--- src/rtl/game_flow_ctrl.sv ---
// Game-level screen sequencer: splash -> play -> dying -> game-over, with
// BCD survival timer, best-time tracking and engine restart pulse.
module game_flow_ctrl #(
  parameter int unsigned CLK_HZ            = 100_000_000,
  parameter int unsigned SPLASH_CYCLES     = 500_000_000,
  parameter int unsigned OVER_DELAY_CYCLES = 5_000
) (
  input  logic        clk,
  input  logic        clr,
  input  logic        f_tick,
  input  logic        game_over,
  input  logic        start_btn,
  output logic        game_begin,
  output logic        game_over_display,
  output logic [1:0]  bam_sel,
  output logic        cloud_en,
  output logic        engine_rst,
  output logic [15:0] score_bcd,
  output logic [15:0] best_bcd
);

  localparam logic [31:0] SPLASH_LAST = 32'(SPLASH_CYCLES - 1);
  localparam logic [31:0] OVER_LAST   = 32'(OVER_DELAY_CYCLES - 1);
  localparam logic [31:0] SEC_LAST    = 32'(CLK_HZ - 1);

  typedef enum logic [1:0] {
    ST_SPLASH = 2'd0,
    ST_PLAY   = 2'd1,
    ST_DYING  = 2'd2,
    ST_OVER   = 2'd3
  } state_t;

  state_t      r_state;
  state_t      w_state_next;
  logic [31:0] r_timer;
  logic [31:0] w_timer_next;
  logic [31:0] r_presc;
  logic [31:0] w_presc_next;
  logic        r_armed;
  logic        w_armed_next;
  logic [15:0] r_score;
  logic [15:0] w_score_next;
  logic [15:0] r_best;
  logic [15:0] w_best_next;

  logic        r_btn_meta;
  logic        r_btn_sync;
  logic        r_btn_prev;
  logic        w_start_edge;

  logic        r_game_begin;
  logic        r_over_disp;
  logic [1:0]  r_bam_sel;
  logic        r_cloud_en;
  logic        r_engine_rst;
  logic        w_game_begin_next;
  logic        w_over_disp_next;
  logic [1:0]  w_bam_sel_next;
  logic        w_cloud_en_next;
  logic        w_engine_rst_next;
  logic        w_enter_play;

  // BCD +1 with ripple carry across digits; holds at 9999.
  logic [4:0]  w_carry;
  logic [15:0] w_score_inc_raw;
  logic [15:0] w_score_inc;

  assign w_carry[0] = 1'b1;

  generate
    for (genvar gi = 0; gi < 4; gi++) begin : g_bcd_digit
      logic w_nine;
      assign w_nine = (r_score[gi*4 +: 4] == 4'd9);
      assign w_carry[gi+1] = w_carry[gi] & w_nine;
      assign w_score_inc_raw[gi*4 +: 4] =
        !w_carry[gi] ? r_score[gi*4 +: 4] :
        w_nine       ? 4'd0 :
                       r_score[gi*4 +: 4] + 4'd1;
    end
  endgenerate

  assign w_score_inc  = w_carry[4] ? r_score : w_score_inc_raw;
  assign w_start_edge = r_btn_sync & ~r_btn_prev;

  always_ff @(posedge clk or posedge clr) begin
    if (clr) begin
      r_btn_meta <= 1'b0;
      r_btn_sync <= 1'b0;
      r_btn_prev <= 1'b0;
    end else begin
      r_btn_meta <= start_btn;
      r_btn_sync <= r_btn_meta;
      r_btn_prev <= r_btn_sync;
    end
  end

  always_comb begin
    w_state_next = r_state;
    w_timer_next = r_timer;
    w_presc_next = r_presc;
    w_armed_next = r_armed;
    w_score_next = r_score;
    w_best_next  = r_best;
    w_enter_play = 1'b0;

    case (r_state)
      ST_SPLASH: begin
        if (w_start_edge || (r_timer == SPLASH_LAST)) begin
          w_enter_play = 1'b1;
        end else begin
          w_timer_next = r_timer + 32'd1;
        end
      end
      ST_PLAY: begin
        // A death in the same cycle as a second boundary freezes the score first.
        if (r_armed && game_over) begin
          w_state_next = ST_DYING;
          w_timer_next = 32'd0;
        end else begin
          if (r_presc == SEC_LAST) begin
            w_presc_next = 32'd0;
            w_score_next = w_score_inc;
          end else begin
            w_presc_next = r_presc + 32'd1;
          end
          if (f_tick) begin
            w_armed_next = 1'b1;
          end
        end
      end
      ST_DYING: begin
        if (r_timer == OVER_LAST) begin
          w_state_next = ST_OVER;
          if (r_score > r_best) begin
            w_best_next = r_score;
          end
        end else begin
          w_timer_next = r_timer + 32'd1;
        end
      end
      ST_OVER: begin
        if (w_start_edge) begin
          w_enter_play = 1'b1;
        end
      end
      default: begin
        w_state_next = ST_SPLASH;
        w_timer_next = 32'd0;
      end
    endcase

    if (w_enter_play) begin
      w_state_next = ST_PLAY;
      w_timer_next = 32'd0;
      w_presc_next = 32'd0;
      w_armed_next = 1'b0;
      w_score_next = 16'h0000;
    end

    w_engine_rst_next = w_enter_play;
    w_game_begin_next = (w_state_next != ST_SPLASH);
    w_over_disp_next  = (w_state_next == ST_OVER);
    w_cloud_en_next   = (w_state_next == ST_PLAY) || (w_state_next == ST_DYING);
    case (w_state_next)
      ST_SPLASH: w_bam_sel_next = 2'd0;
      ST_OVER:   w_bam_sel_next = 2'd2;
      default:   w_bam_sel_next = 2'd1;
    endcase
  end

  always_ff @(posedge clk or posedge clr) begin
    if (clr) begin
      r_state      <= ST_SPLASH;
      r_timer      <= 32'd0;
      r_presc      <= 32'd0;
      r_armed      <= 1'b0;
      r_score      <= 16'h0000;
      r_best       <= 16'h0000;
      r_game_begin <= 1'b0;
      r_over_disp  <= 1'b0;
      r_bam_sel    <= 2'd0;
      r_cloud_en   <= 1'b0;
      r_engine_rst <= 1'b0;
    end else begin
      r_state      <= w_state_next;
      r_timer      <= w_timer_next;
      r_presc      <= w_presc_next;
      r_armed      <= w_armed_next;
      r_score      <= w_score_next;
      r_best       <= w_best_next;
      r_game_begin <= w_game_begin_next;
      r_over_disp  <= w_over_disp_next;
      r_bam_sel    <= w_bam_sel_next;
      r_cloud_en   <= w_cloud_en_next;
      r_engine_rst <= w_engine_rst_next;
    end
  end

  assign game_begin        = r_game_begin;
  assign game_over_display = r_over_disp;
  assign bam_sel           = r_bam_sel;
  assign cloud_en          = r_cloud_en;
  assign engine_rst        = r_engine_rst;
  assign score_bcd         = r_score;
  assign best_bcd          = r_best;

endmodule

--- config.mk ---
export PLATFORM = sky130hd
export DESIGN_NAME = game_flow_ctrl
export DESIGN_NICKNAME = d
export VERILOG_FILES = /design/src/rtl/game_flow_ctrl.sv
export SDC_FILE = /design/constraint.sdc
export NUM_CORES = 1
export LEC_CHECK = 0
export CORE_ASPECT_RATIO = 0.9
export CORE_MARGIN = 1.5
export CORE_UTILIZATION = 54
export CTS_CLUSTER_DIAMETER = 120
export DETAILED_ROUTE_END_ITERATION = 7
export GPL_TIMING_DRIVEN = 0
export PLACE_DENSITY = 0.77
export SLEW_MARGIN = 5
export SYNTH_ARGS = -nofsm -noshare
export SYNTH_HDL_FRONTEND = slang
export SYNTH_SLANG_ARGS = --single-unit
--- constraint.sdc ---
create_clock -name clk -period 4.05 [get_ports clk]
set_input_delay 1.215 -clock clk [delete_from_list [all_inputs] [get_ports clk]]
set_output_delay 1.215 -clock clk [all_outputs]
set_load 0.05 [all_outputs]
; Word level (Yosys, flattened, before mapping)
; Cells that the tools add are included.
[word_totals]
ff_bits = 108
latch_bits = 0
mem_bits_rw = 0
romBits = 0
in_bits = 5
output_inout_bits = 38
elab_cells = 101
mem_count = 0
[classes]
add_sub_neg = 6
mul = 0
div_mod_pow = 0
order_cmp = 1
eq_ne = 18
n_shift = 0
n_mux = 33
bitwise = 5
n_reduce_logical = 21
[op_table]
columns = cell, count
row1 = $mux W32, 8
row2 = $pmux W32 S3, 1
row3 = $mux W16, 5
row4 = $add A32 B1 Y32 const B, 2
row5 = $eq A32 B13 Y1 const B, 1
row6 = $eq A32 B27 Y1 const B, 1
row7 = $eq A32 B29 Y1 const B, 1
row8 = $mux W4, 7
row9 = $add A4 B1 Y4 const B, 4
row10 = $eq A4 B4 Y1 const B, 4
row11 = $gt A16 B16 Y1, 1
row12 = $reduce_and A5 Y1, 3
row13 = $reduce_bool A2 Y1, 7
row14 = $ne A3 B3 Y1 const B, 3
row15 = $eq A2 B2 Y1 const B, 4
row16 = $pmux W2 S2, 2
row17 = $reduce_and A4 Y1, 2
row18 = $mux W1, 6
row19 = $mux W2, 3
row20 = $reduce_and A3 Y1, 2
row21 = $and A1 B1 Y1, 4
row22 = $eq A2 B1 Y1 const B, 2
row23 = $logic_not A2 Y1, 2
row24 = $ne A2 B2 Y1 const B, 2
row25 = other kinds (6), 7

; Longest topological paths before layout
; Gate-level depths: netlist of run 1.
[depth]
depth_word = 9
ltp_mapped = 11
ltp_nobuf = 10

; Worst setup path after synthesis of run 1
; Ideal clock, no wire load.
[synth_path]
path_kind = input-to-reg
start = input game_over
end = register r_score[11], in the netlist score_bcd[11]
setup_ns = 0.078
arrival_time_ns = 2.795
required_time_ns = 3.972
slack_ns = 1.177
stages = 6
n_path_buf = 0
cell_sequence = a21boi_2 > nand4_1 > nor3_1 > nand2_1 > or3_1 > a21oi_1
[synth_between]
elab_chain_cells = 3
[synth_rtl]
columns = item, line_no
row1 = from (decl), 11  ; input logic game_over,
row2 = $logic_and A1 B1 Y1, 116  ; if (r_armed && game_over) begin
row3 = $ne A2 B2 Y1 (no source line), n/a
row4 = $reduce_and A5 Y1 (no source line), n/a
row5 = to (signal assigned), 189  ; r_score <= w_score_next;
row6 = to (decl), 41  ; logic [15:0] r_score;
; No other way between the ends.
; A chain may end at the register's enable or synchronous reset.

; Worst setup path in the final report of run 1
; Ends and elaborated chain as after synthesis.

==> results.md, run 1 <==
- Run status: completed
- Post-cts resize count: 0
- Number of enable-type register cells in the synthesized netlist: 0
- Iteration count of the initial detailed-routing pass: 5
- Antenna violations before repair: 0
- Final ANT Viol Nets: 0
- Distinct cells, synth: 64
- Leakage dissipation: 3.15 nW
- Worst-margin pin slew: 1.09 ns
- Number of max-capacitance violations reported: 0
- Detailed Route WL: 18,100 um
- Data arrival at the endpoint of the critical path: 4.08 ns
- Post-place setup slack: -0.108 ns
- Global Route Usage Sum: 0.291
- Post-Synthesis Mean Instance Area: 8.85 um^2
- Wire per inst: 18.9 um
- Post-route clock skew: 0.0110 ns
- Maximum fanout count along the critical path: 10
- Die Y: 107 um
- Met3 track demand over resource: 0.0641
- Top Ports: 43
- CP Data Required Time: 4.34 ns
- Clock transition at path regs: 0.08 ns
- Clock tree root driver cell: sky130_fd_sc_hd__clkbuf_16
- Power density over the cells: 420 nW/um^2
- Estimated wirelength of the detail-placed design: 12,800 um
- Met2 usage in global routing: 0.454
- Initial standard-cell utilization of the core: 0.563
- Number of input and output port buffers inserted: 42
- Std cell rows: 37
- Maximum clock frequency: 264 MHz
- Weighted congestion reported at the end of routability-driven placement: 0.951
- IR Drop Worst-Case VDD: 329 uV
- Setup-failing EPs final: 0
- Number of instances in the synthesized netlist: 739
- Post-layout worst setup margin: 0.261 ns
- Commonest non-fill, non-tap cell in the layout: sky130_fd_sc_hd__dfrtp_1
- Clock latency on the worst-skew pair: 0.36 ns
- Number of synthesis warnings: 0
- Global route overflow: 0
- Final design area excluding fillers: 7470 um^2
- Total number of nets in the final design: 831
- Drt first-iter violations: 620
- Commonest non-fill, non-tap cells in the layout: 106 x sky130_fd_sc_hd__dfrtp_1, 67 x sky130_fd_sc_hd__a21oi_1, 66 x sky130_fd_sc_hd__nor2_1
- Total placed instance area: 7180 um^2
- CTS tree: done
- Antenna fix cells: 0
- Total via count after detailed routing: 6,080
- Number of buffers between clock root and the deepest sink: 2
- Die Wd: 119 um
- Via count of the first global-routing pass: 5,760
- Clock sink count: 106
- Area Overhead vs Synth: 14.3%
- Maximum number of pins on one net before global-route repair: 67
- Final min period: 3.79 ns
- Final Max Tran Viols: 0
- Aggregate negative setup slack: 0 ns
- Max transition margin: 0.265
- Hold Violations, Final: 0
- DR DRC count: 0
- Met1 usage in global routing: 0.406
- Share of the clock period used by the worst path after layout: 0.936
- Dominant synthesized flop cell: sky130_fd_sc_hd__dfrtp_1
- Worst setup path category: input pin to flip-flop
- Depth of the worst hold-timing path: 0
- Unrepaired setup endpoints after global routing: false
- Die Footprint: 12,800 um^2
- Element type at the critical path end: flip-flop
- Vias/cell: 6.37
- Sequential fraction of the synthesis area: 0.406
- Number of placed instances with taps included: 938
- Share of post-route cells with drive strength above 1: 0.0702
- Final core occ: 0.643
- Fraction of synthesis flops using an asynchronous set or reset pin: 1.00
- Mapped cell area: 6540 um^2
- Postcts setup bufs: 0
- Number of buffers added by the clock tree synthesis step: 9
- Seq cells post-synth: 106
- First-pass GRT wire length: 29,400 um
- CTS H-tree lvls: 3
- Nature of the critical path startpoint: input pin
- Path depth of the worst reg2reg path: 8
- Busiest layer in global routing: met2
- Non-filler cells in the finished layout: 954
- Total nets after synthesis: 777
- Core area: 11,600 um^2
- Number of hold buffers added after cts: 0
- Hold Path Class: flip-flop to flip-flop
==> Yosys cell counts (3+ instances only) <==
master | instances | area share
sky130_fd_sc_hd__nor2_1 | 66 | 0.038
sky130_fd_sc_hd__a211oi_1 | 7 | 0.0080
sky130_fd_sc_hd__nor4b_1 | 4 | 0.0054
sky130_fd_sc_hd__nand3b_1 | 10 | 0.011
sky130_fd_sc_hd__clkbuf_1 | 26 | 0.015
sky130_fd_sc_hd__nor3b_1 | 4 | 0.0046
sky130_fd_sc_hd__nand4_1 | 21 | 0.020
sky130_fd_sc_hd__a21boi_0 | 3 | 0.0034
sky130_fd_sc_hd__nand4b_1 | 6 | 0.0080
sky130_fd_sc_hd__a41oi_1 | 3 | 0.0040
sky130_fd_sc_hd__ha_1 | 33 | 0.063
sky130_fd_sc_hd__mux2i_1 | 15 | 0.023
sky130_fd_sc_hd__nor2b_1 | 9 | 0.0086
sky130_fd_sc_hd__o211ai_1 | 4 | 0.0046
sky130_fd_sc_hd__a21oi_1 | 67 | 0.051
sky130_fd_sc_hd__or3_1 | 22 | 0.021
sky130_fd_sc_hd__and4_1 | 5 | 0.0067
sky130_fd_sc_hd__nand3_1 | 38 | 0.029
sky130_fd_sc_hd__nand2b_1 | 3 | 0.0029
sky130_fd_sc_hd__o21ai_0 | 50 | 0.038
sky130_fd_sc_hd__nand2_1 | 42 | 0.024
sky130_fd_sc_hd__and3_1 | 18 | 0.017
sky130_fd_sc_hd__dfrtp_1 | 106 | 0.41
sky130_fd_sc_hd__or4_1 | 3 | 0.0034
sky130_fd_sc_hd__buf_2 | 12 | 0.0092
sky130_fd_sc_hd__nor3_1 | 14 | 0.011
sky130_fd_sc_hd__inv_1 | 36 | 0.021
sky130_fd_sc_hd__xor2_1 | 4 | 0.0054
sky130_fd_sc_hd__a311oi_1 | 3 | 0.0040
sky130_fd_sc_hd__xnor2_1 | 7 | 0.0094
sky130_fd_sc_hd__nor4_1 | 16 | 0.015
sky130_fd_sc_hd__a31oi_1 | 23 | 0.022
sky130_fd_sc_hd__mux2_2 | 10 | 0.017
sky130_fd_sc_hd__and2_1 | 9 | 0.0086
==> state kept, by name, summed over array words and instances, names as in the netlist <==
name / cells
r_state: 2
game_begin: 1
r_btn_meta: 1
r_armed: 1
r_btn_prev: 1
r_presc: 32
bam_sel: 2
score_bcd: 16
r_btn_sync: 1
r_timer: 32
engine_rst: 1
best_bcd: 16
==> routing by layer <==
metal	part of all wire	wire length (um)
met5	0	0
met4	0.020	359
met3	0.077	1390
met2	0.45	8120
met1	0.45	8170
==> cell type report <==
cell class              instances  area (um^2)
plain buffers                  41          184
clock buffers                   9          225
clock inverters                 7         66.3
fillers                       982         4150
inverters                      36          138
multi-input cells             556         3570
flip-flops and latches        106         2650
well taps                     156          195
repair buffers                 43          448
==> path summary, 6_finish.rpt <==
path	from	to	slack (ns)
hold reg to reg	r_btn_meta	r_btn_sync	0.36
min in group asynchronous	clr	best_bcd[15]	1.27
hold / removal	r_btn_meta	r_btn_sync	0.36
setup reg to reg	r_state[1]	score_bcd[11]	0.94
max in group asynchronous	clr	r_timer[28]	2.07
setup / recovery	game_over	score_bcd[11]	0.26
==> per-stage QoR <==
stage / hold WS, ns / power [mW]
2_1_floorplan: 0.331 / 1.89
3_3_place_gp: 0.344 / 2.24
3_5_place_dp: 0.338 / 2.27
4_1_cts: 0.367 / 3.13
5_1_grt: 0.380 / 3.30
6_report: 0.365 / 3.14
==> power by group <==
group	total, mW	leakage (nW)	internal [mW]	switching [mW]
clock network	0.870	0.144	0.434	0.436
registers	1.19	1.46	1.13	0.0667
logic	1.08	1.54	0.305	0.773
==> critical path: stages <==
cell and delay, ns:
sky130_fd_sc_hd__clkdlybuf4s50_1 0.49, sky130_fd_sc_hd__a21boi_2 0.49, sky130_fd_sc_hd__nand4_1 0.42, sky130_fd_sc_hd__nor3_1 0.66, sky130_fd_sc_hd__nand2_1 0.25, sky130_fd_sc_hd__or3_1 0.40, sky130_fd_sc_hd__a21oi_1 0.15
==> logic make-up after synthesis <==
| family | after synthesis | synth area share |
|---|---|---|
| AO/OA/AOI/OAI | 179 | 0.162 |
| XOR/XNOR | 11 | 0.0147 |
| adder cells (fa/ha/maj) | 33 | 0.0632 |
| buffers and inverters | 77 | 0.0488 |
| flip-flops | 106 | 0.406 |
| multiplexers | 25 | 0.0402 |
| AND/OR/NAND/NOR | 308 | 0.265 |
Note: power is estimated with default switching activity, not from simulation.
==> run 2: changes to the inputs <==
- CORE_UTILIZATION: 54 -> 60
- PLACE_DENSITY: 0.77 -> 0.81
- RECOVER_POWER: not set -> 100
- clock period: 4.05 -> 4 ns (I/O delays scaled with it)
==> run 2 against run 1 <==
  * The run now ends with capacitance limit, slew limit left
  * Critical path depth unchanged
  * Die area shrank 9.7%
  * Count of clock-buffer cells in the layout grew 2
  * Wire length increased by 1.5%
  * Power grew 3.5%
  * Clock skew decreased by 0.0033 ns
  * Largest cell class unchanged
  * Largest power group unchanged
  * Highest routed layer unchanged
==> results.md, run 2 (same netlist as run 1, synthesis figures left out) <==
- Run status: finished, violations left (was completed)
- Violated checks: capacitance limit, slew limit
- Commonest non-fill, non-tap cell in the layout: sky130_fd_sc_hd__dfrtp_1 (unchanged)
- Estimated wirelength of the detail-placed design: 12,900 um (was 12,800 um)
- Design internal power: 2.00 mW (was 1.87 mW)
- Clock latency on the worst-skew pair: 0.35 ns (was 0.36 ns)
- Worst hold margin: 0.356 ns (was 0.365 ns)
- Weighted congestion reported at the end of routability-driven placement: 0.939 (was 0.951)
- Die Footprint: 11,500 um^2 (was 12,800 um^2)
- CTS tree: done (unchanged)
- Wire per inst: 19.8 um (was 18.9 um)
- Die Wd: 113 um (was 119 um)
- Post-cts resize count: 0 (unchanged)
- Total via count after detailed routing: 6,177 (was 6,080)
- Sw Ratio: 0.386 (was 0.406)
- Antenna violations before repair: 0 (unchanged)
- Nature of the critical path startpoint: input pin (unchanged)
- Clock tree root driver cell: sky130_fd_sc_hd__clkbuf_16 (unchanged)
- Final min period: 3.84 ns
- Critical Path Slowest Stage Cell: sky130_fd_sc_hd__a211oi_1 (was sky130_fd_sc_hd__nor3_1)
- Multi-input logic area: 3560 um^2 (was 3570 um^2)
- Area Overhead vs Synth: 13.9% (was 14.3%)
- Data arrival at the endpoint of the critical path: 4.05 ns (was 4.08 ns)
- Number of max-capacitance violations reported: 2 (was 0)
- Global route overflow: 0 (unchanged)
- Hold Path Class: flip-flop to flip-flop (unchanged)
- Worst setup path category: input pin to flip-flop (unchanged)
- Element type at the critical path end: flip-flop (unchanged)
- Leakage dissipation: 3.25 nW (was 3.15 nW)
- Total number of nets in the final design: 831 (unchanged)
- Number of placed instances with taps included: 911 (was 938)
- Number of hold buffers added after cts: 0 (unchanged)
- Non-filler cells in the finished layout: 926 (was 954)
- Share of the clock period used by the worst path after layout: 0.960
- Final design area excluding fillers: 7450 um^2 (was 7470 um^2)
- Hold Violations, Final: 0 (unchanged)
- Max incr delay on CP: 0.86 ns (was 0.66 ns)
- CP Data Required Time: 4.21 ns (was 4.34 ns)
- Clock power share: 0.298 (was 0.277)
- Unrepaired setup endpoints after global routing: false (unchanged)
- Maximum clock frequency: 260 MHz
- Category of cells accounting for the largest share of critical-path delay: compound AO/OA/AOI/OAI gates (was simple AND/OR/NAND/NOR gates)
- Final Max Tran Viols: 68 (was 0)
- Number of input and output port buffers inserted: 42 (unchanged)
- Buf/Inv on CP: 2 (was 1)
- Vias/cell: 6.67 (was 6.37)
- Maximum number of pins on one net before global-route repair: 58 (was 67)
- Area taken by flip-flops and latches: 2650 um^2 (unchanged)
- First-pass GRT wire length: 29,300 um (was 29,400 um)
- Max transition margin: -0.513 (was 0.265)
- Filler Cells Inserted: 817 (was 982)
- DR DRC count: 0 (unchanged)
- CP Cell Sequence: clkdlybuf4s50_1 -> a21boi_2 -> a211oi_1 -> o21ai_1 -> clkbuf_1 -> o21ai_0 -> a21oi_1 (was clkdlybuf4s50_1 -> a21boi_2 -> nand4_1 -> nor3_1 -> nand2_1 -> or3_1 -> a21oi_1)
- Core area: 10,400 um^2 (was 11,600 um^2)
- Power dissipated by switching net loads: 1.25 mW (was 1.28 mW)
- Number of buffers added by the clock tree synthesis step: 9 (unchanged)
- Std cell rows: 35 (was 37)
- IR Drop Worst-Case VDD: 252 uV (was 329 uV)
- Power density over the cells: 437 nW/um^2 (was 420 nW/um^2)
- Post-route clock skew: 0.00776 ns (was 0.0110 ns)
- Registers with the most flip-flops: r_presc (32), r_timer (32) (unchanged)
- Global Route Usage Sum: 0.324 (was 0.291)
- Combinational cell fraction of total power: 0.329 (was 0.343)
- Antenna fix cells: 0 (unchanged)
- Setup-failing EPs final: 0 (unchanged)
- Initial standard-cell utilization of the core: 0.627 (was 0.563)
- Worst-margin pin slew: 2.27 ns (was 1.09 ns)
- Total placed instance area: 7150 um^2 (was 7180 um^2)
- Relative contribution of sequential cells to total power: 0.373 (was 0.380)
- Clock transition at path regs: 0.07 ns (was 0.08 ns)
- Final ANT Viol Nets: 0 (unchanged)
- Postcts setup bufs: 0 (unchanged)
- Iteration count of the initial detailed-routing pass: 6 (was 5)
- Top Ports: 43 (unchanged)
- Detailed Route WL: 18,300 um (was 18,100 um)
- Commonest non-fill, non-tap cells in the layout: 106 x sky130_fd_sc_hd__dfrtp_1, 67 x sky130_fd_sc_hd__a21oi_1, 66 x sky130_fd_sc_hd__nor2_1 (unchanged)
- Number of buffers between clock root and the deepest sink: 2 (unchanged)
- Via count of the first global-routing pass: 5,796 (was 5,760)
- Maximum fanout count along the critical path: 10 (unchanged)
- Drt first-iter violations: 783 (was 620)
- CTS H-tree lvls: 3 (unchanged)
- Share of post-route cells with drive strength above 1: 0.0552 (was 0.0702)
- Clock sink count: 106 (unchanged)
- Die Y: 102 um (was 107 um)
-- run 2: per-layer routing --
metal	vias up	share of wire	track usage
met5	-	0	0
met4	0	0.014	0.0942
met3	31	0.084	0.0688
met2	300	0.45	0.504
met1	3022	0.45	0.463
li1	2824	-	-
-- run 2: worst paths after layout --
check,cells past startpoint,slack [ns],from,endpoint
worst max-delay path,7,0.16,game_over,r_timer[14]
worst min-delay path,0,0.36,r_btn_meta,r_btn_sync
worst max register to register,8,0.44,r_timer[0],r_timer[26]
worst min register to register,0,0.36,r_btn_meta,r_btn_sync
max in group asynchronous,2,0.62,clr,r_presc[21]
min in group asynchronous,2,2.09,clr,score_bcd[12]
-- run 2: layout make-up --
class	count	area share
clock buffer	11	0.0326
tap	129	0.0217
sequential	106	0.356
timing repair buffer	43	0.0601
clock inverter	4	0.0102
inverter	36	0.0181
buffer	41	0.0235
multi-input combinational	556	0.478
-- run 2: power groups by stage --
stage,combinational (mW),clock [mW],sequential [mW]
global placement,1.02,0,1.23
CTS,1.05,0.976,1.21
floorplan,0.637,0,1.28
finish,1.07,0.969,1.21
detailed placement,1.04,0,1.23
global route,1.15,1.01,1.22
-- run 2: per-stage QoR --
step	worst slack, ns	utilization	total power [mW]	setup TNS (ns)
after global placement	-1.51	0.683	2.25	-159.98
after detailed placement	-0.0834	0.686	2.28	-0.220
after global routing	0.0356	0.715	3.38	0
final	0.159	0.715	3.25	0
after floorplan	0.0111	-	1.91	0
after CTS	0.276	0.717	3.24	0
-- run 2: worst register-to-register path, delay by kind of cell (launching register included) --
family	cells	cell delay (ns)
AOI/OAI and AO/OA	3	0.38
adders and majority gates	1	0.29
buffers and inverters	1	0.25
DFF	1	0.40
and+or+nand+nor	3	2.08
